[src/rtl/bitwise_pkg.sv]
// bitwise_pkg: shared types and the bitwise op helper for the operand loader
// and the downstream OR/AND output stage.
//   op_e            - operation select carried with the A beat
//   loader_state_e  - pairing FSM states
//   apply_op()      - bitwise op over OP_MAX_W bits; callers cast in and out
package bitwise_pkg;

    // Widest operand apply_op() handles. Bitwise ops are width-independent,
    // so narrower callers zero-extend and truncate back without loss.
    localparam int unsigned OP_MAX_W = 64;

    typedef enum logic [1:0] {
        OP_OR   = 2'b00,
        OP_AND  = 2'b01,
        OP_XOR  = 2'b10,
        OP_PASS = 2'b11
    } op_e;

    typedef enum logic [1:0] {
        IDLE   = 2'b00,
        HAVE_A = 2'b01,
        EMIT   = 2'b10
    } loader_state_e;

    function automatic logic [OP_MAX_W-1:0] apply_op(
        input op_e                 op,
        input logic [OP_MAX_W-1:0] a,
        input logic [OP_MAX_W-1:0] b
    );
        logic [OP_MAX_W-1:0] r;
        case (op)
            OP_OR:   r = a | b;
            OP_AND:  r = a & b;
            OP_XOR:  r = a ^ b;
            default: r = a;
        endcase
        return r;
    endfunction

endpackage

[src/rtl/operand_pair_loader_if.sv]
// operand_pair_loader_if: operand input bus plus result output bus.
//   in_valid/in_ready/in_data/in_op : operand beats into the loader
//   out_valid/out_ready/out_data    : FIFO head towards the output stage
//   level                           : FIFO occupancy
// master = traffic source / result consumer, slave = the loader.
interface operand_pair_loader_if #(
    parameter int unsigned WIDTH = 8,
    parameter int unsigned DEPTH = 4
);
    localparam int unsigned LVL_W = $clog2(DEPTH) + 1;

    logic             in_valid;
    logic             in_ready;
    logic [WIDTH-1:0] in_data;
    logic [1:0]       in_op;
    logic             out_valid;
    logic             out_ready;
    logic [WIDTH-1:0] out_data;
    logic [LVL_W-1:0] level;

    modport master (
        output in_valid, in_data, in_op, out_ready,
        input  in_ready, out_valid, out_data, level
    );

    modport slave (
        input  in_valid, in_data, in_op, out_ready,
        output in_ready, out_valid, out_data, level
    );
endinterface

[src/rtl/operand_pair_loader_result_fifo.sv]
// result_fifo: synchronous single-clock FIFO for paired results.
//   clk, rst      : clock, async active-high reset
//   push_i/data_i : write request (refused while full)
//   pop_i         : read request (ignored while empty)
//   data_o        : head entry, 0 when empty
//   valid_o       : non-empty
//   full_o        : level == DEPTH
//   level_o       : occupancy
// All outputs are registered; full/empty come from the level counter.
module result_fifo #(
    parameter int unsigned WIDTH = 8,
    parameter int unsigned DEPTH = 4
) (
    input  logic                       clk,
    input  logic                       rst,
    input  logic                       push_i,
    input  logic [WIDTH-1:0]           data_i,
    input  logic                       pop_i,
    output logic [WIDTH-1:0]           data_o,
    output logic                       valid_o,
    output logic                       full_o,
    output logic [$clog2(DEPTH):0]     level_o
);
    localparam int unsigned PTR_W = $clog2(DEPTH);
    localparam int unsigned LVL_W = PTR_W + 1;

    logic [WIDTH-1:0] mem_q [DEPTH];
    logic [PTR_W-1:0] wr_ptr_q, wr_ptr_d;
    logic [PTR_W-1:0] rd_ptr_q, rd_ptr_d;
    logic [LVL_W-1:0] level_q, level_d;
    logic [WIDTH-1:0] data_q, data_d;
    logic             valid_q, valid_d;
    logic             full_q, full_d;
    logic             push_ok;
    logic             pop_ok;

    // Next pointers/level, and next head value so data_o can be registered.
    always_comb begin
        push_ok  = push_i && !full_q;
        pop_ok   = pop_i && valid_q;
        wr_ptr_d = wr_ptr_q;
        rd_ptr_d = rd_ptr_q;
        level_d  = level_q;
        data_d   = '0;
        if (push_ok) wr_ptr_d = wr_ptr_q + PTR_W'(1);
        if (pop_ok)  rd_ptr_d = rd_ptr_q + PTR_W'(1);
        case ({push_ok, pop_ok})
            2'b10:   level_d = level_q + LVL_W'(1);
            2'b01:   level_d = level_q - LVL_W'(1);
            default: level_d = level_q;
        endcase
        // The new head may be the entry being written this very cycle.
        if (level_d != '0) begin
            if (push_ok && (wr_ptr_q == rd_ptr_d)) data_d = data_i;
            else                                   data_d = mem_q[rd_ptr_d];
        end
        valid_d = (level_d != '0);
        full_d  = (level_d == LVL_W'(DEPTH));
    end

    // Control and output registers.
    always_ff @(posedge clk or posedge rst) begin
        if (rst) begin
            wr_ptr_q <= '0;
            rd_ptr_q <= '0;
            level_q  <= '0;
            data_q   <= '0;
            valid_q  <= 1'b0;
            full_q   <= 1'b0;
        end else begin
            wr_ptr_q <= wr_ptr_d;
            rd_ptr_q <= rd_ptr_d;
            level_q  <= level_d;
            data_q   <= data_d;
            valid_q  <= valid_d;
            full_q   <= full_d;
        end
    end

    // Storage; contents are don't-care until written.
    always_ff @(posedge clk) begin
        if (push_ok) mem_q[wr_ptr_q] <= data_i;
    end

    assign data_o  = data_q;
    assign valid_o = valid_q;
    assign full_o  = full_q;
    assign level_o = level_q;

endmodule

[src/rtl/operand_pair_loader.sv]
// operand_pair_loader: pairs operand beats (A then B), applies the op chosen
// on the A beat and queues the results in result_fifo.
//   clk  : clock, rising edge
//   rst  : async active-high reset
//   bus  : operand_pair_loader_if.slave
//          in_valid/in_ready/in_data/in_op  - operand beats
//          out_valid/out_ready/out_data     - FIFO head
//          level                            - FIFO occupancy
module operand_pair_loader
    import bitwise_pkg::*;
#(
    parameter int unsigned WIDTH = 8,
    parameter int unsigned DEPTH = 4
) (
    input  logic                  clk,
    input  logic                  rst,
    operand_pair_loader_if.slave  bus
);
    loader_state_e    state_q, state_d;
    logic [WIDTH-1:0] a_q, a_d;
    op_e              op_q, op_d;
    logic [WIDTH-1:0] res_q, res_d;
    logic             in_ready_q, in_ready_d;
    logic             in_fire;
    logic             push;
    logic             fifo_full;

    assign in_fire = bus.in_valid && in_ready_q;

    // State and datapath registers.
    always_ff @(posedge clk or posedge rst) begin
        if (rst) begin
            state_q    <= IDLE;
            a_q        <= '0;
            op_q       <= OP_OR;
            res_q      <= '0;
            in_ready_q <= 1'b1;
        end else begin
            state_q    <= state_d;
            a_q        <= a_d;
            op_q       <= op_d;
            res_q      <= res_d;
            in_ready_q <= in_ready_d;
        end
    end

    // Next-state logic.
    always_comb begin
        state_d = state_q;
        case (state_q)
            IDLE:    if (in_fire) state_d = HAVE_A;
            HAVE_A:  if (in_fire) state_d = EMIT;
            EMIT:    if (!fifo_full) state_d = IDLE;
            default: state_d = IDLE;
        endcase
    end

    // Output/datapath logic; a full FIFO holds res_q in EMIT and retries.
    always_comb begin
        a_d        = a_q;
        op_d       = op_q;
        res_d      = res_q;
        push       = 1'b0;
        in_ready_d = (state_d != EMIT);
        case (state_q)
            IDLE: begin
                if (in_fire) begin
                    a_d  = bus.in_data;
                    op_d = op_e'(bus.in_op);
                end
            end
            HAVE_A: begin
                if (in_fire) begin
                    res_d = WIDTH'(apply_op(op_q, OP_MAX_W'(a_q), OP_MAX_W'(bus.in_data)));
                end
            end
            EMIT:    push = !fifo_full;
            default: ;
        endcase
    end

    assign bus.in_ready = in_ready_q;

    result_fifo #(
        .WIDTH (WIDTH),
        .DEPTH (DEPTH)
    ) u_fifo (
        .clk     (clk),
        .rst     (rst),
        .push_i  (push),
        .data_i  (res_q),
        .pop_i   (bus.out_ready),
        .data_o  (bus.out_data),
        .valid_o (bus.out_valid),
        .full_o  (fifo_full),
        .level_o (bus.level)
    );

endmodule
[src/flat_wrapper.sv]
// flat-port wrapper written by rule: the top's interface ports become plain ports
module operand_pair_loader_flat import bitwise_pkg::*;
#(
    parameter int unsigned WIDTH = 8,
    parameter int unsigned DEPTH = 4
)
  (clk, rst, bus_in_valid, bus_in_data, bus_in_op, bus_out_ready, bus_in_ready, bus_out_valid, bus_out_data, bus_level);
  operand_pair_loader_if #(.WIDTH(WIDTH), .DEPTH(DEPTH)) bus_i ();
  input  logic clk;
  input  logic rst;
  input wire logic [$bits(bus_i.in_valid)-1:0] bus_in_valid;
  input wire logic [$bits(bus_i.in_data)-1:0] bus_in_data;
  input wire logic [$bits(bus_i.in_op)-1:0] bus_in_op;
  input wire logic [$bits(bus_i.out_ready)-1:0] bus_out_ready;
  output wire logic [$bits(bus_i.in_ready)-1:0] bus_in_ready;
  output wire logic [$bits(bus_i.out_valid)-1:0] bus_out_valid;
  output wire logic [$bits(bus_i.out_data)-1:0] bus_out_data;
  output wire logic [$bits(bus_i.level)-1:0] bus_level;
  assign bus_i.in_valid = bus_in_valid;
  assign bus_i.in_data = bus_in_data;
  assign bus_i.in_op = bus_in_op;
  assign bus_i.out_ready = bus_out_ready;
  assign bus_in_ready = bus_i.in_ready;
  assign bus_out_valid = bus_i.out_valid;
  assign bus_out_data = bus_i.out_data;
  assign bus_level = bus_i.level;
  operand_pair_loader #(.WIDTH(WIDTH), .DEPTH(DEPTH)) u_core (.clk(clk), .rst(rst), .bus(bus_i));
endmodule
[config.mk]
export PLATFORM = sky130hd
export DESIGN_NAME = operand_pair_loader_flat
export DESIGN_NICKNAME = d
export VERILOG_FILES = /design/src/rtl/bitwise_pkg.sv /design/src/rtl/operand_pair_loader_if.sv /design/src/rtl/operand_pair_loader_result_fifo.sv /design/src/rtl/operand_pair_loader.sv /design/src/flat_wrapper.sv
export SDC_FILE = /design/constraint.sdc
export NUM_CORES = 1
export LEC_CHECK = 0
export ABC_CLOCK_PERIOD_IN_PS = 5400
export CAP_MARGIN = 25
export CORE_MARGIN = 2
export CORE_UTILIZATION = 60
export CTS_CLUSTER_DIAMETER = 100
export DETAILED_ROUTE_END_ITERATION = 8
export GPL_ROUTABILITY_DRIVEN = 0
export PLACE_DENSITY = 0.82
export SETUP_SLACK_MARGIN = 0.05
export SLEW_MARGIN = 10
export SYNTH_ARGS = -nofsm -noshare
export SYNTH_HDL_FRONTEND = slang
export SYNTH_SLANG_ARGS = --single-unit
[constraint.sdc]
create_clock -name clk -period 5.4 [get_ports clk]
set_clock_uncertainty 0.2 [all_clocks]
set_input_delay 0.81 -clock clk [delete_from_list [all_inputs] [get_ports clk]]
set_output_delay 0.81 -clock clk [all_outputs]
set_load 0.02 [all_outputs]
==> results.md <==
• **type of the worst setup path** primary input to flop
• **count of routing violations after the opening detailed-route iteration** 180
• **total of fill cells in the finished design** 429
• **Critical Path Slowest Stage Cell** sky130_fd_sc_hd__nor2_1
• **proportion of synthesized chip area in sequential cells** 54.2%
• **Crit Path Max Fanout** 18
• **Die Footprint** 6520 um2
• **fraction of registers with async set or reset after synthesis** 54.3%
• **Root Buffer** sky130_fd_sc_hd__clkbuf_8
• **starting density of the core** 63.0%
• **Max-Slew Margin vs Limit** 33.9%
• **ratio of final minimum period to clock period** 66.2%
• **fraction of the mapped netlist area in simple logic gates** 10.8%
• **flip-flop and latch area** 1910 um2
• **clock tree from TritonCTS** built
• **startpoint types** primary input
• **cell area after technology mapping** 3530 um2
• **CORE AREA** 5610 um2
• **setup repair after global routing missed its margin** no
• **path length in cells of the critical path** 10
• **power density over the cells** 586 nW/um2
• **worst reg2reg path depth** 9
• **post-synthesis to final-layout area growth** 16.0%
• **Tightest Hold Check Type** flop to flop
• **residual DRC count** 0
• **via density per instance** 5.92
• **cell repeated most along the worst path** sky130_fd_sc_hd__nor2_1
• **count of pins over their slew limit** 0
• **number of flip-flops and latches in the synthesized netlist** 70
• **outcome** finished clean
• **overall power consumption** 2.40 mW
• **transition time at the pin with the least slew margin** 0.992 ns
• **Hold-fix buffers, CTS** 0
• **area fraction of the dominant cell type after synthesis** 27.2%
• **peak supply drop** 0.000318 V
• **library cell occupying the most area in the post-synthesis netlist** sky130_fd_sc_hd__edfxtp_1
• **number of flops mapped to enable cells by yosys** 32
• **number of buffers created by CTS** 9
• **via count of the first global-routing pass** 2479
• **Crit path arrival time** 3.55 ns
• **level count of the clock H-tree** 3
• **CP peak stage delay** 0.58 ns
• **R2R setup slack** 2.18 ns
• **post-route standard cell area excluding fillers** 4100 um2
• **Synth Net Count** 334
• **Final Util** 73.0%
• **Buf+Inv Stages, Crit Path** 2
• **Maximum Capacitance Violations** 0
• **layout cells sized above 1** 14.0%
• **Post-synth top cells** 37 x sky130_fd_sc_hd__dfrtp_1, 32 x sky130_fd_sc_hd__edfxtp_1, 31 x sky130_fd_sc_hd__o21ai_0
• **initial antenna violation count** 0
• **largest net degree at the start of global routing** 39
• **Crit. Startpoint** bus_out_ready
• **wire length of the first global-routing pass** 11.9 mm
• **cells traversed along the worst timing path** clkdlybuf4s50_1, nand2_4, clkinv_4, ha_1, fa_1, xnor2_1, nor2_1, xor2_1, nor2_1, a221oi_1
• **Post-Synth Adder-Cell Area** 8.01%
• **CTS resizes** 0
• **placed wire-length estimate after detailed placement** 4.60 mm
• **max frequency** 0.280 GHz
• **Pre-Repair DR Iteration Count** 5
• **Setup TNS** 0 ns
• **maximum number of buffers from clock root to sink** 2
• **synthesized area per cell** 11.9 um2
• **clock transition at the registers of the reported paths** 0.07 ns
• **area post-placement** 3830 um2
• **diode insertion count for antenna repair** 0
• **number of distinct standard cells referenced by the synthesized netlist** 35
• **aggregate routed wire length** 6.98 mm
• **multiplexer area fraction after synthesis** 9.49%
• **Primary FF master, synth** sky130_fd_sc_hd__dfrtp_1
• **Warnings, synthesis** 0
• **top area cells in the synthesized netlist** sky130_fd_sc_hd__edfxtp_1 27%, sky130_fd_sc_hd__dfrtp_1 26%, sky130_fd_sc_hd__ha_1 7.4%
• **clock period minus final worst setup slack** 3.57 ns
• **port bufs** 26
• **worst setup path end** u_core.u_fifo.data_o[6]
• **Finish-stage setup viols** 0
• **global-route usage over all layers** 24.6%
• **reg-to-reg endpoint** u_core.u_fifo.data_o[6]
• **routed length per instance** 17.4 um
• **leftover overflow at the end of global routing** 0
• **clock latency of the later-clocked register in the worst-skew pair** 0.35 ns
• **remaining number of nets flagged by the antenna check after routing** 0
• **I/O pin total** 27
• **data required time at the worst endpoint** 5.38 ns
• **CTS sink cnt** 70
• **number of instances in the synthesized netlist** 298
• **horizontal extent of the die** 80.7 um
• **main combinational cell family by area after synthesis** simple AND/OR/NAND/NOR gates
• **footprint of the multi-input gates** 1440 um2
• **final-stage net count** 360
• **cell leakage power** 1.64 nW
• **XOR/XNOR Fraction of Synth Area** 1.98%
• **final hold violation count** 0
• **number of rows in the core area** 27
• **type of element capturing the critical path** flop
• **number of vias after detailed routing** 2375
• **Post-CTS Setup Bufs** 0
• **most frequent cell after synthesis** sky130_fd_sc_hd__dfrtp_1
• **cell type group with the largest total delay on the critical path** simple AND/OR/NAND/NOR gates
• **source of the worst register-to-register timing path** u_core.state_q[0]
• **area fraction in compound gates after synthesis** 10.4%
• **Die Ht** 80.7 um
how the worst min path moves through the flow:
| stage | start | to | slack (ns) | cells past startpoint |
|---|---|---|---|---|
| 5_1_grt | u_core.u_fifo.level_o[2] | u_core.u_fifo.level_o[2] | 0.36 | 1 |
| 4_1_cts | u_core.state_q[1] | u_core.state_q[0] | 0.33 | 1 |
| 3_3_place_gp | u_core.state_q[1] | u_core.state_q[0] | 0.29 | 1 |
| 6_report | u_core.state_q[1] | u_core.state_q[0] | 0.33 | 1 |
| 2_1_floorplan | u_core.state_q[1] | u_core.state_q[0] | 0.27 | 1 |
| 3_5_place_dp | u_core.state_q[1] | u_core.state_q[0] | 0.31 | 1 |
worst reg2reg max path: stages, from the launching register on:
cell and delay [ns]:
sky130_fd_sc_hd__dfrtp_1 0.45, sky130_fd_sc_hd__nor3b_2 0.55, sky130_fd_sc_hd__inv_1 0.10, sky130_fd_sc_hd__ha_1 0.27, sky130_fd_sc_hd__fa_1 0.40, sky130_fd_sc_hd__xnor2_1 0.16, sky130_fd_sc_hd__nor2_1 0.06, sky130_fd_sc_hd__xor2_1 0.18
sky130_fd_sc_hd__nor2_1 0.58, sky130_fd_sc_hd__a221oi_1 0.11
layout make-up:
type,count,area share (%)
Clock inverter,7,3.33
Multi-Input combinational cell,184,35.1
Clock buffer,9,3.02
Tap cell,72,2.20
Sequential cell,70,46.7
Timing Repair Buffer,28,6.72
Inverter,31,2.96
cell usage in the layout (no fill, tap or decap), types with 9 or more instances in the layout:
| cell | count |
|---|---|
| sky130_fd_sc_hd__a21oi_1 | 9 |
| sky130_fd_sc_hd__clkbuf_8 | 9 |
| sky130_fd_sc_hd__clkdlybuf4s50_1 | 26 |
| sky130_fd_sc_hd__dfrtp_1 | 37 |
| sky130_fd_sc_hd__edfxtp_1 | 32 |
| sky130_fd_sc_hd__ha_1 | 21 |
| sky130_fd_sc_hd__inv_1 | 30 |
| sky130_fd_sc_hd__mux2_2 | 16 |
| sky130_fd_sc_hd__nand2_1 | 26 |
| sky130_fd_sc_hd__nand3b_1 | 9 |
| sky130_fd_sc_hd__nor3b_1 | 9 |
| sky130_fd_sc_hd__o21ai_0 | 31 |
per-layer routing:
| layer | GRT usage, % | routed length [um] | vias to the layer above |
|---|---|---|---|
| li1 | - | - | 1117 |
| met1 | 31.9 | 2900 | 1147 |
| met2 | 41.3 | 3500 | 92 |
| met3 | 3.48 | 408 | 19 |
| met5 | 0 | 0 | - |
| met4 | 11.2 | 183 | 0 |
where the power goes:
| part | switching (mW) | internal, mW | total (mW) |
|---|---|---|---|
| combinational | 0.429 | 0.437 | 0.866 |
| sequential | 0.225 | 0.758 | 0.983 |
| clock | 0.200 | 0.351 | 0.551 |
| total | 0.854 | 1.55 | 2.40 |
flip-flops by register name (all words and copies together), names as in the netlist:
| register | cells |
|---|---|
| u_core.u_fifo.rd_ptr_q | 2 |
| u_core.state_q | 2 |
| u_core.u_fifo.wr_ptr_q | 2 |
| u_core.res_q | 8 |
| u_core.u_fifo.full_o | 1 |
| u_core.u_fifo.level_o | 3 |
| u_core.bus.in_ready | 1 |
| u_core.op_q | 2 |
| u_core.a_q | 8 |
| u_core.u_fifo.valid_o | 1 |
| u_core.u_fifo.mem_q | 32 |
| u_core.u_fifo.data_o | 8 |
cell families (layout without fill, tap and decap cells):
logic type      count (synthesis)  count (layout)
mux                            24              24
fa+ha+maj                      22              22
buf+inv                        44              75
compound gates                 60              60
simple gates                   70              70
xor+xnor                        8               8
flops                          70              70
stage by stage:
stage / instances / setup slack [ns] / hold WS [ns]
after floorplan: 298 / 2.47 / 0.275
after CTS: 400 / 1.89 / 0.326
after detailed placement: 384 / 1.49 / 0.309
final: 401 / 1.83 / 0.330
after global placement: 384 / 1.62 / 0.294
after global routing: 401 / 1.69 / 0.360
Note: power is estimated with default switching activity, not from simulation.
